<file path="src/rtl/bp_cce_lite_responder_if.sv">
// Handshake bundle between the lite CCE responder and its LCEs / memory.
// Signal names follow the responder's point of view (_i into it, _o out of it).
interface bp_cce_lite_responder_if #(
    parameter int paddr_width_p = 40,
    parameter int block_width_p = 512
);
    logic [1:0][paddr_width_p:0]            lce_req_i;
    logic [1:0]                             lce_req_v_i;
    logic [1:0]                             lce_req_yumi_o;

    logic [paddr_width_p-1:0]               mem_cmd_o;
    logic                                   mem_cmd_v_o;
    logic                                   mem_cmd_ready_i;

    logic [block_width_p-1:0]               mem_resp_i;
    logic                                   mem_resp_v_i;
    logic                                   mem_resp_yumi_o;

    logic [2+paddr_width_p+block_width_p:0] lce_cmd_o;
    logic                                   lce_cmd_v_o;
    logic                                   lce_cmd_ready_i;

    logic [paddr_width_p:0]                 lce_resp_i;
    logic                                   lce_resp_v_i;
    logic                                   lce_resp_yumi_o;

    modport slave (
        input  lce_req_i, lce_req_v_i, mem_cmd_ready_i, mem_resp_i, mem_resp_v_i,
               lce_cmd_ready_i, lce_resp_i, lce_resp_v_i,
        output lce_req_yumi_o, mem_cmd_o, mem_cmd_v_o, mem_resp_yumi_o,
               lce_cmd_o, lce_cmd_v_o, lce_resp_yumi_o
    );

    modport master (
        output lce_req_i, lce_req_v_i, mem_cmd_ready_i, mem_resp_i, mem_resp_v_i,
               lce_cmd_ready_i, lce_resp_i, lce_resp_v_i,
        input  lce_req_yumi_o, mem_cmd_o, mem_cmd_v_o, mem_resp_yumi_o,
               lce_cmd_o, lce_cmd_v_o, lce_resp_yumi_o
    );
endinterface

</file>
<file path="src/rtl/bp_cce_lite_responder.sv">
// Single-transaction coherence responder for two LCEs: grant, fetch block, send cmd, await ack.
// Optional ACK_WAIT timeout enabled by defining BP_CCE_LITE_ACK_TIMEOUT_EN.
module bp_cce_lite_responder #(
    parameter int paddr_width_p = 40,
    parameter int block_width_p = 512,
    parameter int ack_timeout_p = 255
) (
    input  logic                          clk_i,
    input  logic                          reset_i,
    bp_cce_lite_responder_if.slave        bus_io,
    output logic                          busy_o,
    output logic                          error_o
);
    localparam int offset_w_lp = $clog2(block_width_p / 8);
    localparam logic [paddr_width_p-1:0] align_mask_lp = {paddr_width_p{1'b1}} << offset_w_lp;

    typedef enum logic [2:0] {READY, MEM_CMD, MEM_WAIT, LCE_CMD, ACK_WAIT} state_e;

    state_e                   state_q, state_d;
    logic                     lce_q, lce_d;
    logic                     excl_q, excl_d;
    logic                     last_q, last_d;
    logic                     error_q, error_d;
    logic [paddr_width_p-1:0] addr_q, addr_d;
    logic [block_width_p-1:0] data_q, data_d;

    logic [1:0]                     req_excl;
    logic [1:0][paddr_width_p-1:0]  req_addr;
    logic                           gnt_lce;
    logic                           ack_match;
    logic                           ack_timeout;
    logic [1:0]                     req_yumi;
    logic                           mem_cmd_v, mem_resp_yumi, lce_cmd_v;

    for (genvar gi = 0; gi < 2; gi++) begin : g_req
        assign req_excl[gi] = bus_io.lce_req_i[gi][paddr_width_p];
        assign req_addr[gi] = bus_io.lce_req_i[gi][paddr_width_p-1:0] & align_mask_lp;
    end

    // Last-granted LCE loses a tie; a lone requester always wins.
    assign gnt_lce   = (&bus_io.lce_req_v_i) ? ~last_q : bus_io.lce_req_v_i[1];
    assign ack_match = (bus_io.lce_resp_i[paddr_width_p] == lce_q)
                    && (bus_io.lce_resp_i[paddr_width_p-1:0] == addr_q);

`ifdef BP_CCE_LITE_ACK_TIMEOUT_EN
    localparam int cnt_w_lp = $clog2(ack_timeout_p + 1);
    logic [cnt_w_lp-1:0] cnt_q, cnt_d;

    // Held at zero outside ACK_WAIT, so it is already clear on entry.
    assign cnt_d       = (state_q == ACK_WAIT) ? cnt_q + cnt_w_lp'(1) : '0;
    assign ack_timeout = (cnt_q == cnt_w_lp'(ack_timeout_p - 1));

    always_ff @(posedge clk_i or negedge reset_i) begin
        if (!reset_i) cnt_q <= '0;
        else          cnt_q <= cnt_d;
    end
`else
    logic [31:0] timeout_unused;
    assign timeout_unused = 32'(ack_timeout_p);
    assign ack_timeout    = 1'b0;
`endif

    always_ff @(posedge clk_i or negedge reset_i) begin
        if (!reset_i) begin
            state_q <= READY;
            lce_q   <= 1'b0;
            excl_q  <= 1'b0;
            last_q  <= 1'b1;
            error_q <= 1'b0;
            addr_q  <= '0;
            data_q  <= '0;
        end else begin
            state_q <= state_d;
            lce_q   <= lce_d;
            excl_q  <= excl_d;
            last_q  <= last_d;
            error_q <= error_d;
            addr_q  <= addr_d;
            data_q  <= data_d;
        end
    end

    always_comb begin
        state_d       = state_q;
        lce_d         = lce_q;
        excl_d        = excl_q;
        last_d        = last_q;
        error_d       = error_q;
        addr_d        = addr_q;
        data_d        = data_q;
        req_yumi      = 2'b00;
        mem_cmd_v     = 1'b0;
        mem_resp_yumi = 1'b0;
        lce_cmd_v     = 1'b0;

        // Acks arriving outside ACK_WAIT are swallowed but flagged.
        if (bus_io.lce_resp_v_i && state_q != ACK_WAIT) error_d = 1'b1;

        case (state_q)
            READY: begin
                if (reset_i && (|bus_io.lce_req_v_i)) begin
                    req_yumi[gnt_lce] = 1'b1;
                    lce_d             = gnt_lce;
                    last_d            = gnt_lce;
                    excl_d            = req_excl[gnt_lce];
                    addr_d            = req_addr[gnt_lce];
                    state_d           = MEM_CMD;
                end
            end
            MEM_CMD: begin
                mem_cmd_v = 1'b1;
                if (bus_io.mem_cmd_ready_i) state_d = MEM_WAIT;
            end
            MEM_WAIT: begin
                if (bus_io.mem_resp_v_i) begin
                    mem_resp_yumi = 1'b1;
                    data_d        = bus_io.mem_resp_i;
                    state_d       = LCE_CMD;
                end
            end
            LCE_CMD: begin
                lce_cmd_v = 1'b1;
                if (bus_io.lce_cmd_ready_i) state_d = ACK_WAIT;
            end
            ACK_WAIT: begin
                if (bus_io.lce_resp_v_i) begin
                    state_d = READY;
                    if (!ack_match) error_d = 1'b1;
                end else if (ack_timeout) begin
                    state_d = READY;
                    error_d = 1'b1;
                end
            end
            default: state_d = READY;
        endcase
    end

    assign bus_io.lce_req_yumi_o  = req_yumi;
    assign bus_io.mem_cmd_o       = addr_q;
    assign bus_io.mem_cmd_v_o     = mem_cmd_v;
    assign bus_io.mem_resp_yumi_o = mem_resp_yumi;
    assign bus_io.lce_cmd_o       = {lce_q, (excl_q ? 2'd2 : 2'd1), addr_q, data_q};
    assign bus_io.lce_cmd_v_o     = lce_cmd_v;
    assign bus_io.lce_resp_yumi_o = bus_io.lce_resp_v_i & reset_i;
    assign busy_o                 = (state_q != READY);
    assign error_o                = error_q;
endmodule

</file>
<file path="src/flat_wrapper.sv">
// flat-port wrapper written by rule: the top's interface ports become plain ports
module bp_cce_lite_responder_flat 
#(
    parameter int paddr_width_p = 40,
    parameter int block_width_p = 512,
    parameter int ack_timeout_p = 255
)
  (clk_i, reset_i, busy_o, error_o, bus_io_lce_req_i, bus_io_lce_req_v_i, bus_io_mem_cmd_ready_i, bus_io_mem_resp_i, bus_io_mem_resp_v_i, bus_io_lce_cmd_ready_i, bus_io_lce_resp_i, bus_io_lce_resp_v_i, bus_io_lce_req_yumi_o, bus_io_mem_cmd_o, bus_io_mem_cmd_v_o, bus_io_mem_resp_yumi_o, bus_io_lce_cmd_o, bus_io_lce_cmd_v_o, bus_io_lce_resp_yumi_o);
  bp_cce_lite_responder_if #(.paddr_width_p(paddr_width_p), .block_width_p(block_width_p)) bus_io_i ();
  input  logic clk_i;
  input  logic reset_i;
  output logic busy_o;
  output logic error_o;
  input wire logic [$bits(bus_io_i.lce_req_i)-1:0] bus_io_lce_req_i;
  input wire logic [$bits(bus_io_i.lce_req_v_i)-1:0] bus_io_lce_req_v_i;
  input wire logic [$bits(bus_io_i.mem_cmd_ready_i)-1:0] bus_io_mem_cmd_ready_i;
  input wire logic [$bits(bus_io_i.mem_resp_i)-1:0] bus_io_mem_resp_i;
  input wire logic [$bits(bus_io_i.mem_resp_v_i)-1:0] bus_io_mem_resp_v_i;
  input wire logic [$bits(bus_io_i.lce_cmd_ready_i)-1:0] bus_io_lce_cmd_ready_i;
  input wire logic [$bits(bus_io_i.lce_resp_i)-1:0] bus_io_lce_resp_i;
  input wire logic [$bits(bus_io_i.lce_resp_v_i)-1:0] bus_io_lce_resp_v_i;
  output wire logic [$bits(bus_io_i.lce_req_yumi_o)-1:0] bus_io_lce_req_yumi_o;
  output wire logic [$bits(bus_io_i.mem_cmd_o)-1:0] bus_io_mem_cmd_o;
  output wire logic [$bits(bus_io_i.mem_cmd_v_o)-1:0] bus_io_mem_cmd_v_o;
  output wire logic [$bits(bus_io_i.mem_resp_yumi_o)-1:0] bus_io_mem_resp_yumi_o;
  output wire logic [$bits(bus_io_i.lce_cmd_o)-1:0] bus_io_lce_cmd_o;
  output wire logic [$bits(bus_io_i.lce_cmd_v_o)-1:0] bus_io_lce_cmd_v_o;
  output wire logic [$bits(bus_io_i.lce_resp_yumi_o)-1:0] bus_io_lce_resp_yumi_o;
  assign bus_io_i.lce_req_i = bus_io_lce_req_i;
  assign bus_io_i.lce_req_v_i = bus_io_lce_req_v_i;
  assign bus_io_i.mem_cmd_ready_i = bus_io_mem_cmd_ready_i;
  assign bus_io_i.mem_resp_i = bus_io_mem_resp_i;
  assign bus_io_i.mem_resp_v_i = bus_io_mem_resp_v_i;
  assign bus_io_i.lce_cmd_ready_i = bus_io_lce_cmd_ready_i;
  assign bus_io_i.lce_resp_i = bus_io_lce_resp_i;
  assign bus_io_i.lce_resp_v_i = bus_io_lce_resp_v_i;
  assign bus_io_lce_req_yumi_o = bus_io_i.lce_req_yumi_o;
  assign bus_io_mem_cmd_o = bus_io_i.mem_cmd_o;
  assign bus_io_mem_cmd_v_o = bus_io_i.mem_cmd_v_o;
  assign bus_io_mem_resp_yumi_o = bus_io_i.mem_resp_yumi_o;
  assign bus_io_lce_cmd_o = bus_io_i.lce_cmd_o;
  assign bus_io_lce_cmd_v_o = bus_io_i.lce_cmd_v_o;
  assign bus_io_lce_resp_yumi_o = bus_io_i.lce_resp_yumi_o;
  bp_cce_lite_responder #(.paddr_width_p(paddr_width_p), .block_width_p(block_width_p), .ack_timeout_p(ack_timeout_p)) u_core (.clk_i(clk_i), .reset_i(reset_i), .bus_io(bus_io_i), .busy_o(busy_o), .error_o(error_o));
endmodule
</file>
<file path="config.mk">
export PLATFORM = sky130hd
export DESIGN_NAME = bp_cce_lite_responder_flat
export DESIGN_NICKNAME = d
export VERILOG_FILES = /design/src/rtl/bp_cce_lite_responder_if.sv /design/src/rtl/bp_cce_lite_responder.sv /design/src/flat_wrapper.sv
export SDC_FILE = /design/constraint.sdc
export NUM_CORES = 1
export LEC_CHECK = 0
export BUFFER_PORTS_ARGS = -buffer_cell sky130_fd_sc_hd__buf_2
export CAP_MARGIN = 25
export CORE_AREA = 3 3 480 482
export DETAILED_ROUTE_END_ITERATION = 16
export DIE_AREA = 0 0 483 485
export SYNTH_ARGS = -nofsm -noshare
export SYNTH_HDL_FRONTEND = slang
export SYNTH_SLANG_ARGS = --single-unit
</file>
<file path="constraint.sdc">
create_clock -name clk_i -period 4.6 [get_ports clk_i]
set_input_delay 0.23 -clock clk_i [delete_from_list [all_inputs] [get_ports clk_i]]
set_output_delay 0.23 -clock clk_i [all_outputs]
set_load 0.02 [all_outputs]
</file>
== Yosys cells after proc, flatten, opt, wreduce, memory -nomap -nowiden ==
Index checks and enable logic that the tools add are counted.
Cells by class
  add/subtract/negate cells: 0
  multipliers: 0
  div/mod/pow operators: 0
  $lt $le $gt $ge: 2
  equal/unequal tests: 12
  shift operators: 0
  multiplexer cells: 24
  bitwise operators: 2
  reduce and logical (&&, ||, !) cells: 11
Operators with widths (number)
  $mux W40: 2
  $eq A40 B40 Y1: 1
  $mux W3: 5
  $pmux W3 S5: 1
  $mux W1: 12
  $ne A2 B2 Y1 const B: 4
  $eq A3 B2 Y1 const B: 2
  $mux W2: 3
  $reduce_and A2 Y1: 3
  $reduce_and A5 Y1: 1
  $logic_and A1 B1 Y1: 4
  $eq A3 B1 Y1 const B: 1
  $eq A3 B3 Y1 const B: 1
  $logic_not A3 Y1: 1
  $ne A3 B3 Y1 const B: 1
  $reduce_bool A3 Y1: 1
  $lt A1 B2 Y1 const B: 1
  $ne A2 B1 Y1 const B: 1
  $reduce_or A2 Y1: 1
  $and A1 B1 Y1: 1
  $demux W1 S1: 1
  $eq A1 B1 Y1: 1
  $ge A1 B1 Y1 const B: 1
  $not A1 Y1: 1
Storage, ports and cells
  register bits: 559
  bits in latches: 0
  RAM bits: 0
  bits in read-only memories: 0
  input bits: 643
  output and inout bits: 603
  word-level logic and storage cells: 58
  memories kept: 0

== Longest topological paths before layout ==
  depth in word-level cells: 8
  depth in mapped cells: 7
  gate-level depth less buffers: 4

== Worst setup path before layout ==
No wires, ideal clock.
  path kind: register to output
  start: register u_core.state_q[0]
  end: output bus_io_lce_req_yumi_o[0]
  arrival time: 1.736 ns
  data required time: 4.370 ns
  setup slack: 2.634 ns
  stages on the path, launching flop included: 7
  buffers on the path: 3
  path through: dfrtp_1 buf_6 or3_4 or2_1 buf_6 buf_4 nor2_1
On the way
  cells in the longest elaborated chain, start to end: 2
Ends and longest elaborated chain
  start: declaration: line bp_cce_lite_responder.sv:19  | state_e state_q, state_d;
  start signal: assignment: line bp_cce_lite_responder.sv:73  | state_q <= state_d;
  $logic_not A3 Y1: line bp_cce_lite_responder.sv:99  | case (state_q)
  $mux W2: line bp_cce_lite_responder.sv:99
  end: declaration: line flat_wrapper.sv:22  | output wire logic [$bits(bus_io_i.lce_req_yumi_o)-1:0] bus_io_lce_req_yumi_o;
No other way between the ends.

== Worst setup path in the final report ==
  start: register u_core.state_q[1]
  end: output bus_io_mem_resp_yumi_o
On the way
  cells in the longest elaborated chain, start to end: 2
Ends and longest elaborated chain
  $eq A3 B2 Y1: line bp_cce_lite_responder.sv:99
  $mux W1: line bp_cce_lite_responder.sv:99
  end: declaration: line flat_wrapper.sv:25  | output wire logic [$bits(bus_io_i.mem_resp_yumi_o)-1:0] bus_io_mem_resp_yumi_o;
No other way between the ends.

==> results by group <==
Logic synthesis
  – Cell Area, Synth: 21800 sq um
  – Synth Flop Type: dfrtp_1
  – Post-synth cell types: 32
  – Mapped Avg Cell Area: 15.9 sq um
  – Count leader, synth: dfrtp_1
  – Largest cells by area after synthesis: dfrtp_1 (63%), mux2_2 (26%), buf_4 (3.4%), mux2i_1 (1.6%), xnor2_1 (1.2%)
  – Top-area cell type share of the netlist area: 63.3%
  – Leading area contributor after synthesis: dfrtp_1
  – Share of synthesized flip-flops with an asynchronous set or reset: 100%
  – Synth top cells by count: dfrtp_1 (552), mux2_2 (512), buf_4 (98), nand2_1 (39), mux2i_1 (35)
  – Sequential share of the synthesized area: 63.4%
  – FF+latch count, synth: 553
  – Synth warnings: 0
  – Cells after synthesis: 1372
  – Post-synth EDFFs: 0

STA
  – Worst clock skew: 0.0590 ns
  – Worst-margin pin slew: 1.03 ns
  – FMAX: 0.338 GHz
  – Unrepaired setup endpoints after global routing: false
  – Fin crit period: 2.96 ns
  – Final worst-path cycle share: 64.4%
  – Setup ws final: 1.64 ns
  – Setup TNS: 0 ns
  – Final Setup Violations: 0
  – Final Hold Viols: 0
  – Max Slew Vio Count: 0
  – Max-Slew Margin vs Limit: 31.2%

Clock network
  – Number of CTS-inserted buffers: 78
  – CTS root buffer: clkbuf_16
  – Clk pin slew, worst setup/hold paths: 0.06 ns
  – Setup bufs post-CTS: 0
  – Post-CTS sizing: 0
  – Worst-Skew Late Latency: 0.73 ns
  – CTS H-tree depth: 3
  – Longest Clk Path Bufs: 3
  – CTS tree: built
  – Clock sinks: 553

Global route
  – GR Util met2: 23.4%
  – Met1 usage: 16.1%
  – Initial antenna violation count: 305
  – First-pass GRT wire length: 224000 microns
  – Total gr overflow: 0
  – M3 GR Usage: 8.20%
  – Largest net degree at the start of global routing: 144
  – Via count of the first global-routing pass: 20600
  – Most Used Layer, Global Route: met2
  – GRT Util Overall: 14.7%

Floorplanning
  – Initial Utilization: 9.63%
  – I/O pins: 1246
  – Die Y: 485 microns
  – Die Width: 483 microns
  – Core area: 227000 sq um
  – Row count: 175
  – Die area: 234000 sq um

Drt
  – Routed len/inst: 27.8 microns
  – Post-route ant nets: 0
  – Vias per cell: 3.13
  – Via count of the routed design: 20000
  – Post-Route WL: 178000 microns
  – Drt first pass iters: 4
  – DR iter-0 viols: 794
  – DRC: 0

Finish
  – Layout net count: 3815
  – Layout area overhead: 83.9%
  – Layout cell share with drive strength beyond 1: 59.3%

Critical path
  – Crit start category: flip-flop
  – End point of the critical path: bus_io_mem_resp_yumi_o
  – Crit end category: output pin
  – Critical path class: flip-flop to output pin
  – Crit path DAT: 2.73 ns
  – CP Max Fanout: 143
  – Crit path required time: 4.37 ns
  – Worst R2R End: u_core.bus_io.mem_cmd_o[22]$_DFFE_PN0P_
  – Crit path from: u_core.state_q[1]$_DFFE_PN0P_
  – Reg2reg setup slack: 1.98 ns
  – Worst reg-to-reg path cell count: 6
  – RR Startpoint: u_core.last_q$_DFFE_PN1P_

Place
  – GPL Wtd Cong: 0.903
  – Port Buffers: 1221
  – Pre-CTS setup slack: 2.01 ns
  – HPWL after detailed placement: 153000 microns

Power
  – Max IR drop VDD: 0.321 mV
  – Power density cells: 712 nW/um^2
  – LEAKAGE: 0.0180 uW

Min path
  – Start point of the worst hold path: bus_io_lce_req_i[7]
  – Tightest Hold Check Type: input pin to flip-flop

Status
  – Status: complete, no violations

Job
  – Max-Cap Viols: 0
==> final cells by class <==
cell class | count | area (sq um)
Inverter | 3 | 11.3
Sequential cell | 553 | 13800
Clock buffer | 102 | 2160
Timing Repair Buffer | 1829 | 12200
Tap cell | 3009 | 3760
Multi-Input combinational cell | 707 | 7160
Clock inverter | 41 | 613
Antenna cell | 147 | 368
Fill cell | 25000 | 187000
==> logic make-up (layout without fill, tap and decap cells) <==
kind of cell | Yosys count | in the layout | synth area share (%)
DFF | 553 | 553 | 63.4
muxes | 547 | 547 | 28.0
buffers and inverters | 123 | 1975 | 4.13
and+or+nand+nor | 66 | 66 | 1.43
AOI/OAI and AO/OA | 47 | 47 | 1.63
xor gates and xnor gates | 35 | 35 | 1.40
other | 1 | 159 | 0.0172
==> sequential cells by signal (all words and copies together), names as in the netlist <==
signal                   count
u_core.data_q              512
u_core.bus_io.mem_cmd_o     34
u_core.state_q               3
u_core.error_o               1
u_core.excl_q                1
u_core.last_q                1
u_core.lce_q                 1
==> how the worst min path moves through the flow <==
stage	endpoint	slack, ns	cells past startpoint
after global routing	u_core.bus_io.mem_cmd_o[7]$_DFFE_PN0P_	0.01	3
after CTS	u_core.error_o$_DFF_PN0_	0.02	5
after floorplan	u_core.bus_io.mem_cmd_o[10]$_DFFE_PN0P_	-0.07	0
final	u_core.bus_io.mem_cmd_o[7]$_DFFE_PN0P_	0.02	3
after detailed placement	u_core.data_q[162]$_DFFE_PN0P_	0.11	1
after global placement	u_core.data_q[162]$_DFFE_PN0P_	0.11	1
==> placed cells by master (no fill, tap or decap), drive strengths merged, types with 3 or more instances in the layout <==
cell         synthesis  routed
nand2               39      39
diode                0     147
conb                 1      12
dlygate4sd3          0     588
inv                  3       7
clkinvlp             0       9
clkinv               0      19
nor4                 4       4
mux2i               35      35
xor2                 4       4
buf                120    1241
bufinv               0       9
mux2               512     512
dfrtp              552     552
a21oi                3       3
xnor2               31      31
nor2                 4       4
o21ai               38      38
clkbuf               0     102
nand4                8       8
==> metrics by stage <==
step	instances	total power, uW	util (%)	cell area [sq um]	hold WS, ns
2_1_floorplan	1383	15600	-	21900	-0.0656
3_5_place_dp	5513	22000	13.7	31100	0.107
5_1_grt	6334	30100	17.6	40000	0.0128
3_3_place_gp	5513	21900	13.7	31100	0.108
6_report	6391	28600	17.7	40200	0.0210
4_1_cts	6244	29500	17.5	39800	0.0181
==> routing by layer <==
layer  up-vias  routed length, microns
li1       8601                       -
met3       471                   21000
met1      9557                   67000
met4       202                    8880
met5         -                    1300
met2      1142                   79300
==> critical path, cell delays in order (launching register included) <==
cell and delay (ns):
dfrtp_1 0.50, nand2_1 0.10, nor3_2 0.19, buf_4 0.18, buf_12 0.43, buf_2 0.31
==> repair_timing <==
| action | in CTS | in global routing |
|---|---|---|
| hold endpoints to repair | 764 | 0 |
| hold buffers | 588 | 0 |
| endpoints found under the setup margin | 0 | 0 |
==> where the power goes <==
| part | leakage (uW) | switching, uW | total (uW) | internal, uW |
|---|---|---|---|---|
| Sequential | 0.00660 | 1510 | 8860 | 7350 |
| Clock | 0.00133 | 2680 | 6560 | 3880 |
| Combinational | 0.0100 | 8390 | 13200 | 4790 |
Note: power is estimated with default switching activity, not from simulation.
